===== src/rtl/delimiter_detect_pkg.sv =====
// Shared MVB receive constants and types: delimiters, end marker, frame limits,
// pair classes and receiver states.
package delimiter_detect_pkg;

   localparam int unsigned DELIM_W  = 18;
   localparam int unsigned MAX_BITS = 320;
   localparam int unsigned CNT_W    = 10;

   localparam logic [DELIM_W-1:0] M_DELIM   = 18'b11_10_01_00_10_01_00_00_00;
   localparam logic [DELIM_W-1:0] S_DELIM   = 18'b11_11_11_11_01_10_11_01_10;
   localparam logic [3:0]         END_DELIM = 4'b0110;

   // Decoded data bits of the end delimiter (first half-bit of each pair)
   localparam logic [1:0] END_BITS = {END_DELIM[3], END_DELIM[1]};

   typedef enum logic [1:0] {
      FMT_MASTER = 2'b01,
      FMT_SLAVE  = 2'b10,
      FMT_END    = 2'b11
   } fmt_e;

   typedef enum logic [1:0] {
      PAIR_VALID0 = 2'b00,
      PAIR_VALID1 = 2'b01,
      PAIR_IDLE00 = 2'b10,
      PAIR_VIOL11 = 2'b11
   } pair_e;

   typedef enum logic {
      HUNT = 1'b0,
      DATA = 1'b1
   } state_e;

endpackage


===== src/rtl/mvb_pair_decode.sv =====
// Half-bit pair tracker: toggles the pair phase and classifies each completed
// Manchester pair.
module mvb_pair_decode
   import delimiter_detect_pkg::*;
(
   input  logic       clk_3M,
   input  logic       reset,
   input  logic       clear,
   input  logic       step,
   input  logic       rx_in,
   output logic       pair_rdy_c,
   output logic [1:0] pair_c
);

   logic phase;
   logic first_half;

   always_ff @(posedge clk_3M) begin
      if (reset || clear) begin
         phase      <= 1'b0;
         first_half <= 1'b0;
      end else if (step) begin
         phase <= ~phase;
         if (!phase) first_half <= rx_in;
      end
   end

   assign pair_rdy_c = step & phase;

   always_comb begin
      case ({first_half, rx_in})
         2'b10:   pair_c = PAIR_VALID1;
         2'b01:   pair_c = PAIR_VALID0;
         2'b00:   pair_c = PAIR_IDLE00;
         default: pair_c = PAIR_VIOL11;
      endcase
   end

endmodule


===== src/rtl/delimiter_detect.sv =====
// MVB receive front end: hunts for master/slave start delimiters, decodes data
// pairs through a 2-deep hold so end-delimiter bits are never emitted.
module delimiter_detect
   import delimiter_detect_pkg::*;
(
   input  logic             clk_3M,
   input  logic             reset,
   input  logic             rx_in,
   input  logic             rx_en,
   output logic             m_start,
   output logic             s_start,
   output logic             frame_act,
   output logic             data_valid,
   output logic             data_bit,
   output logic             frame_end,
   output logic             code_err,
   output logic [CNT_W-1:0] bit_count
);

   state_e             state, state_d;
   logic [DELIM_W-2:0] sr, sr_d;
   logic [DELIM_W-1:0] window;
   logic               h_old, h_old_d, h_new, h_new_d;
   logic [1:0]         h_cnt, h_cnt_d;
   logic [CNT_W-1:0]   bit_count_d;
   logic               m_start_d, s_start_d, frame_act_d, data_valid_d;
   logic               data_bit_d, frame_end_d, code_err_d;
   logic               pair_rdy;
   logic [1:0]         pair_raw;
   pair_e              pair;
   logic               pair_bit;

   mvb_pair_decode u_pair (
      .clk_3M     (clk_3M),
      .reset      (reset),
      .clear      ((state == HUNT) | ~rx_en),
      .step       ((state == DATA) & rx_en),
      .rx_in      (rx_in),
      .pair_rdy_c (pair_rdy),
      .pair_c     (pair_raw)
   );

   assign pair     = pair_e'(pair_raw);
   assign pair_bit = (pair == PAIR_VALID1);
   assign window   = {sr, rx_in};

   always_ff @(posedge clk_3M) begin
      if (reset) begin
         state      <= HUNT;
         sr         <= '0;
         h_old      <= 1'b0;
         h_new      <= 1'b0;
         h_cnt      <= 2'd0;
         bit_count  <= '0;
         m_start    <= 1'b0;
         s_start    <= 1'b0;
         frame_act  <= 1'b0;
         data_valid <= 1'b0;
         data_bit   <= 1'b0;
         frame_end  <= 1'b0;
         code_err   <= 1'b0;
      end else begin
         state      <= state_d;
         sr         <= sr_d;
         h_old      <= h_old_d;
         h_new      <= h_new_d;
         h_cnt      <= h_cnt_d;
         bit_count  <= bit_count_d;
         m_start    <= m_start_d;
         s_start    <= s_start_d;
         frame_act  <= frame_act_d;
         data_valid <= data_valid_d;
         data_bit   <= data_bit_d;
         frame_end  <= frame_end_d;
         code_err   <= code_err_d;
      end
   end

   always_comb begin
      state_d      = state;
      sr_d         = sr;
      h_old_d      = h_old;
      h_new_d      = h_new;
      h_cnt_d      = h_cnt;
      bit_count_d  = bit_count;
      m_start_d    = 1'b0;
      s_start_d    = 1'b0;
      frame_act_d  = frame_act;
      data_valid_d = 1'b0;
      data_bit_d   = data_bit;
      frame_end_d  = 1'b0;
      code_err_d   = 1'b0;

      if (!rx_en) begin
         state_d     = HUNT;
         sr_d        = '0;
         h_cnt_d     = 2'd0;
         frame_act_d = 1'b0;
      end else begin
         sr_d = window[DELIM_W-2:0];
         case (state)
            HUNT: begin
               if (window == M_DELIM || window == S_DELIM) begin
                  m_start_d   = (window == M_DELIM);
                  s_start_d   = (window == S_DELIM);
                  state_d     = DATA;
                  bit_count_d = '0;
                  frame_act_d = 1'b1;
                  h_cnt_d     = 2'd0;
               end
            end
            DATA: begin
               if (pair_rdy) begin
                  case (pair)
                     PAIR_VALID0, PAIR_VALID1: begin
                        if (h_cnt == 2'd2 && bit_count == CNT_W'(MAX_BITS)) begin
                           code_err_d = 1'b1;
                        end else begin
                           if (h_cnt == 2'd2) begin
                              data_valid_d = 1'b1;
                              data_bit_d   = h_old;
                              bit_count_d  = bit_count + CNT_W'(1);
                           end else begin
                              h_cnt_d = h_cnt + 2'd1;
                           end
                           h_old_d = h_new;
                           h_new_d = pair_bit;
                        end
                     end
                     PAIR_IDLE00: begin
                        if (h_cnt == 2'd2 && {h_old, h_new} == END_BITS)
                           frame_end_d = 1'b1;
                        else
                           code_err_d = 1'b1;
                     end
                     default: code_err_d = 1'b1;
                  endcase
                  // Any terminating event returns to a cleared hunt window
                  if (frame_end_d || code_err_d) begin
                     state_d     = HUNT;
                     sr_d        = '0;
                     h_cnt_d     = 2'd0;
                     frame_act_d = 1'b0;
                  end
               end
            end
            default: state_d = HUNT;
         endcase
      end
   end

endmodule

===== config.mk =====
export PLATFORM = sky130hd
export DESIGN_NAME = delimiter_detect
export DESIGN_NICKNAME = d
export VERILOG_FILES = /design/src/rtl/delimiter_detect_pkg.sv /design/src/rtl/mvb_pair_decode.sv /design/src/rtl/delimiter_detect.sv
export SDC_FILE = /design/constraint.sdc
export NUM_CORES = 1
export LEC_CHECK = 0
export CAP_MARGIN = 5
export CORE_MARGIN = 1
export CORE_UTILIZATION = 59
export DETAILED_ROUTE_END_ITERATION = 6
export PLACE_DENSITY = 0.83
export SYNTH_ARGS = -nofsm -noshare
export SYNTH_HDL_FRONTEND = slang
export SYNTH_SLANG_ARGS = --single-unit

===== constraint.sdc =====
create_clock -name clk_3M -period 5.4 [get_ports clk_3M]
set_input_delay 1.08 -clock clk_3M [delete_from_list [all_inputs] [get_ports clk_3M]]
set_output_delay 1.08 -clock clk_3M [all_outputs]
set_load 0.01 [all_outputs]

Word level (Yosys, flattened, before mapping)
Index checks and enable logic that the tools add are counted.

Register bits: 41. Input port bits: 4. Output and inout port bits: 17. Word-level logic and storage cells: 100.

$add $sub $neg: 2. Equal/unequal tests: 18. Muxes and demuxes: 37. Bitwise logic cells: 10. Reduce and logical (&&, ||, !) cells: 18.

Operators by type and width (number): 2-to-1 mux 17 bit (3); 2-to-1 mux 10 bit (5); == test 18 bit (second input constant) (2); one-hot mux 10 bit (2 select lines) (1); 2-to-1 mux 1 bit (17); 2-to-1 mux 2 bit (6); AND reduction 6 bit (2); adder 10 x 1 -> 10 bit (second input constant) (1); == test 10 x 9 -> 1 bit (second input constant) (1); != test 2 x 1 -> 1 bit (second input constant) (5); AND reduction 5 bit (2); OR reduction 4 bit (2); NOT 1 bit (7); == test 2 x 1 -> 1 bit (second input constant) (3); == test 2 bit (second input constant) (3); != test 3 x 2 -> 1 bit (second input constant) (2); one-hot mux 1 bit (2 select lines) (3); one-hot mux 2 bit (3 select lines) (1); OR reduction 6 bit (1); zero test 2 bit (2); one-hot mux 2 bit (2 select lines) (1); OR reduction 2 bit (2); logical OR 1 bit (3); != test 3 x 1 -> 1 bit (second input constant) (1); other kinds (7) (9).

Depth between registers and ports, before layout
Depth in word-level cells: 12. Mapped depth: 8. Depth with buffers taken out: 7.

Cells and area by module
Synthesis repeated with hierarchy kept, for this count alone.

Cells, all modules: 186. Area, all modules: 1851.8 um^2.

Modules (own cells, without submodules): delimiter_detect (instances 1, cells an instance 174, area each 1721.7 um^2, sequential area each 780.7 um^2); mvb_pair_decode (instances 1, cells an instance 12, area each 130.1 um^2, sequential area each 40.0 um^2).

Worst setup path before layout
No wires, ideal clock.

Path type: input to register. From: input rx_in. To: register bit_count[5]. Setup time: 0.121 ns. Data arrival time: 2.645 ns. Required time: 5.279 ns. Path slack: 2.635 ns. Stages on the path: 5. Path buffers: 0. Path through: nand2b_4 > or4_4 > a211o_4 > a211oi_1 > mux2_2.

Word-level cells in the longest chain between the ends: 6. Elaborated cells on any way between the ends: 13. Classes of those cells: eq/ne: 7; mux: 1; reduce/logical: 5.

RTL lines: from (decl) (line delimiter_detect.sv:8) `input logic rx_in,`; == test 2 x 1 -> 1 bit (tied with other cells) (line mvb_pair_decode.sv:31) `case ({first_half, rx_in})`; one-hot mux 2 bit (3 select lines) (line mvb_pair_decode.sv:31); == test 2 x 1 -> 1 bit or zero test 2 bit (tied branches) (line delimiter_detect.sv:114) `case (pair)`; OR reduction 2 bit (line delimiter_detect.sv:114); != test 2 x 1 -> 1 bit (no line); AND reduction 6 bit (no line) *; to (signal assigned) (line delimiter_detect.sv:68) `bit_count <= bit_count_d;`; to (decl) (line delimiter_detect.sv:17) `output logic [CNT_W-1:0] bit_count`.

Mark *: on every way between the ends. The rest lies on a longest branch, timed or not. A chain may end at the register's enable or synchronous reset.

Worst setup path in the final report
Same ends and word-level chain as after synthesis.

==> impl_results.md <==
* Hold Crit Start: sr[15]$_SDFF_PP0_
* Clk buf depth at 2
* Arrival @ worst endpoint at 3.48 ns
* WL/cell at about 15 µm
* Reg2reg end: bit_count[5]$_SDFFE_PP0P_
* Final net count at about 220
* CTS buffer count at 5
* Layout cells sized above 1 at 11.16%
* Slowest stage delay, CP at between 0.5 and 0.6 ns
* M1 wire length at about 1700 µm
* CP Cell Sequence: clkdlybuf4s50_1, inv_1, ha_1, nand4_1, a31oi_1, nand2_4, a211oi_1, mux2_2
* Post-synth EDFFs at 0
* CP Data Required Time at 5.65 ns
* Worst R2R Path Depth at 7
* Asr flop ratio synth at 0%
* Sequential share of the synthesized area at between 40% and 50%
* Worst r2r src: u_pair.first_half$_SDFFE_PP0P_
* Die Y at 57.87 µm
* Crit-path leading delay family: compound AO/OA/AOI/OAI gates
* Diodes inserted at 0
* Final Hold Fails at 0
* Met2 wire len at approximately 1700 µm
* Hold EP: sr[16]$_SDFF_PP0_
* Initial antenna violation count at 0
* DR DRC count at 3
* Core area at about 2900 µm²
* Setup CP Type: primary input to flip-flop
* Leakage at 0.7550 nW
* Largest net degree at the start of global routing at 24
* Vias in the first global route at about 1300
* Netlist cell types at 42
* Max Used Layer: met4
* Failing checks: DRC
* Max-slew headroom at a little under half
* Mapped cell area at 1842 µm²
* Slew Limit Fails at 0
* Synth Warn # at 0
* # H-tree levels at 2
* Die Footprint at about 3300 µm²
* Clock Tree Root: clkbuf_4
* Area delta synth->final at 15.42%
* Total Wirelength at approximately 3600 µm
* IO Pins at 21
* Row count at 19
* Status: complete, but fails checks
* Clock transition at path regs at about 0.12 ns
* Starting Density at roughly 65%
* Slew @ Worst Pin at roughly 0.8 ns
* Final Power at roughly 0.53 mW
* Num Clock Sinks at ~40
* Setup tns final at 0 ns
* CTS resizes at 0
* CP bufs+invs at 2
* Yosys reg bits at 41
* Critical-path top delay cell: clkdlybuf4s50_1
* CTS tree: built
* Final ANT Viol Nets at 0
* Routed vias/inst at 6.000
* PwrDens at roughly 250 nW/µm²
* Max Cap Viol at 0
* Unrepaired setup endpoints after global routing: no
* Syn Inst Count at between 150 and 200
* Reg2Reg Setup Slack at roughly 3.1 ns
* RePlAce Congestion at between 0.9 and 1
* WHS Path Cells at 1
* Global-route wire length before repair at a little over 6000 µm
* Peak supply drop at around 0.2 mV
* Grt total ovfl at 0
* Total number of vias at 1476
* Dominant synthesized flop cell: dfxtp_1
* Min-Delay Path Class: flip-flop to flip-flop
* CP Max Fanout at 10
* DPL Wire Length at 2561 µm
* DRT Pass-1 Iters at 7
* Final setup viols at 0
* Post-synth net total at approximately 200
* GRT Util Overall at 24.45%
* Mean Syn Cell Area at between 9 and 10 µm²
* Startpoint Class: primary input
* IO buf count at 20
* Wire length on met3 at 195 µm
* Fmax at between 300 and 400 MHz
* Clk_skew at 0.005899 ns
* Die width at between 50 and 60 µm
* Fin crit period at 3.227 ns
* Postcts setup bufs at 0
* Count of hold-fix buffers inserted at cts at 0
* Initial DRC Count at 99
* Fillers at roughly 220
* Final period util at 59.76%
* Crit. End Element: flip-flop
* Clk_lat worst skew at about 0.35 ns
[report_power, final]
group	total (mW)	internal (mW)	switching (mW)
logic	0.0137	0.00486	0.00884
clock network	0.208	0.111	0.0976
registers	0.303	0.303	0.000330
[cells in the final DEF, fill, tap and decap left out, types with 3 or more instances in the layout]
cell type and instances:
nor2_1 13, clkbuf_4 5, nor3b_1 8, a21oi_1 9
nand2_1 12, o21ai_1 3, and2_1 18, inv_1 8
a211oi_1 4, clkdlybuf4s50_1 20, nor4_1 3, dfxtp_1 41
nor3_1 12, nand3_1 9, mux2i_1 4, ha_1 6
mux2_2 8
[per-layer routing]
layer / track usage (%) / vias to the layer above
li1: - / 731
met1: 31.63 / 701
met2: 37.44 / 36
met3: 6.920 / 8
met4: 12.24 / 0
met5: 0 / -
[stage by stage]
step | cell area [µm²] | worst slack (ns) | hold WS [ns] | std cells | utilization, %
global route | 2126 | 2.067 | 0.4954 | 246 | 74.52
global placement | 2041 | 1.987 | 0.4376 | 238 | 71.54
finish | 2126 | 2.173 | 0.4655 | 246 | 74.52
detailed placement | 2041 | 1.821 | 0.4416 | 238 | 71.54
CTS | 2126 | 2.177 | 0.4693 | 246 | 74.52
floorplan | 1842 | 2.635 | 0.4204 | 193 | -
[synthesized netlist by cell type, types with 2 or more instances]
cell,n,share of area [%]
nand2b_1,2,0.68
inv_1,8,1.6
dfxtp_1,41,45
clkbuf_1,2,0.41
mux2i_1,4,2.2
nand4_1,2,0.68
nand2_1,12,2.4
mux2_2,8,4.9
buf_6,2,1.2
buf_2,2,0.54
nor2_1,13,2.6
nand4b_1,2,0.95
nor3b_1,8,3.3
a21oi_1,9,2.4
or3_1,2,0.68
o21ai_1,3,0.81
a211oi_1,4,1.6
and2_1,18,6.1
ha_1,6,4.1
nand3_1,9,2.4
nor4b_1,2,0.95
nor3_1,12,3.3
nor4_1,3,1.0
[cells by family after synthesis]
logic type                 after synthesis  synth area share [%]
AOI/OAI and AO/OA                       25                 9.307
adders and majority gates                6                 4.076
buffers and inverters                   15                 4.212
DFF                                     41                 44.57
muxes                                   13                 7.880
and+or+nand+nor                         93                 29.96
[sequential cells by signal, summed over array words and instances (netlist names)]
signal             flops
frame_act              1
state                  1
s_start                1
m_start                1
h_cnt                  2
sr                    17
h_new                  1
frame_end              1
h_old                  1
data_valid             1
bit_count             10
data_bit               1
u_pair.phase           1
code_err               1
u_pair.first_half      1
[worst register-to-register path, stage by stage (launching register included)]
cell and delay (ns):
dfxtp_1 0.40, inv_1 0.06, ha_1 0.31, nand4_1 0.10
a31oi_1 0.48, nand2_4 0.18, a211oi_1 0.32, mux2_2 0.36
[layout make-up]
type	count	area, µm²	share of cell area [%]
clock inverter	1	30.03	1.413
timing repair buffer	21	207.7	9.770
sequential	41	820.8	38.61
tap	31	38.79	1.825
multi-input combinational	137	943.4	44.38
inverter	8	30.03	1.413
clock buffer	7	55.05	2.590
[how the worst max path moves through the flow]
stage / depth (start not counted) / endpoint / startpoint
after detailed placement: 8 / bit_count[5]$_SDFFE_PP0P_ / rx_in
after global routing: 8 / bit_count[5]$_SDFFE_PP0P_ / rx_in
after CTS: 8 / bit_count[5]$_SDFFE_PP0P_ / rx_in
after floorplan: 5 / bit_count[5]$_SDFFE_PP0P_ / rx_in
final: 8 / bit_count[5]$_SDFFE_PP0P_ / rx_in
after global placement: 8 / bit_count[5]$_SDFFE_PP0P_ / rx_in
(Power assumes the default switching activity.)
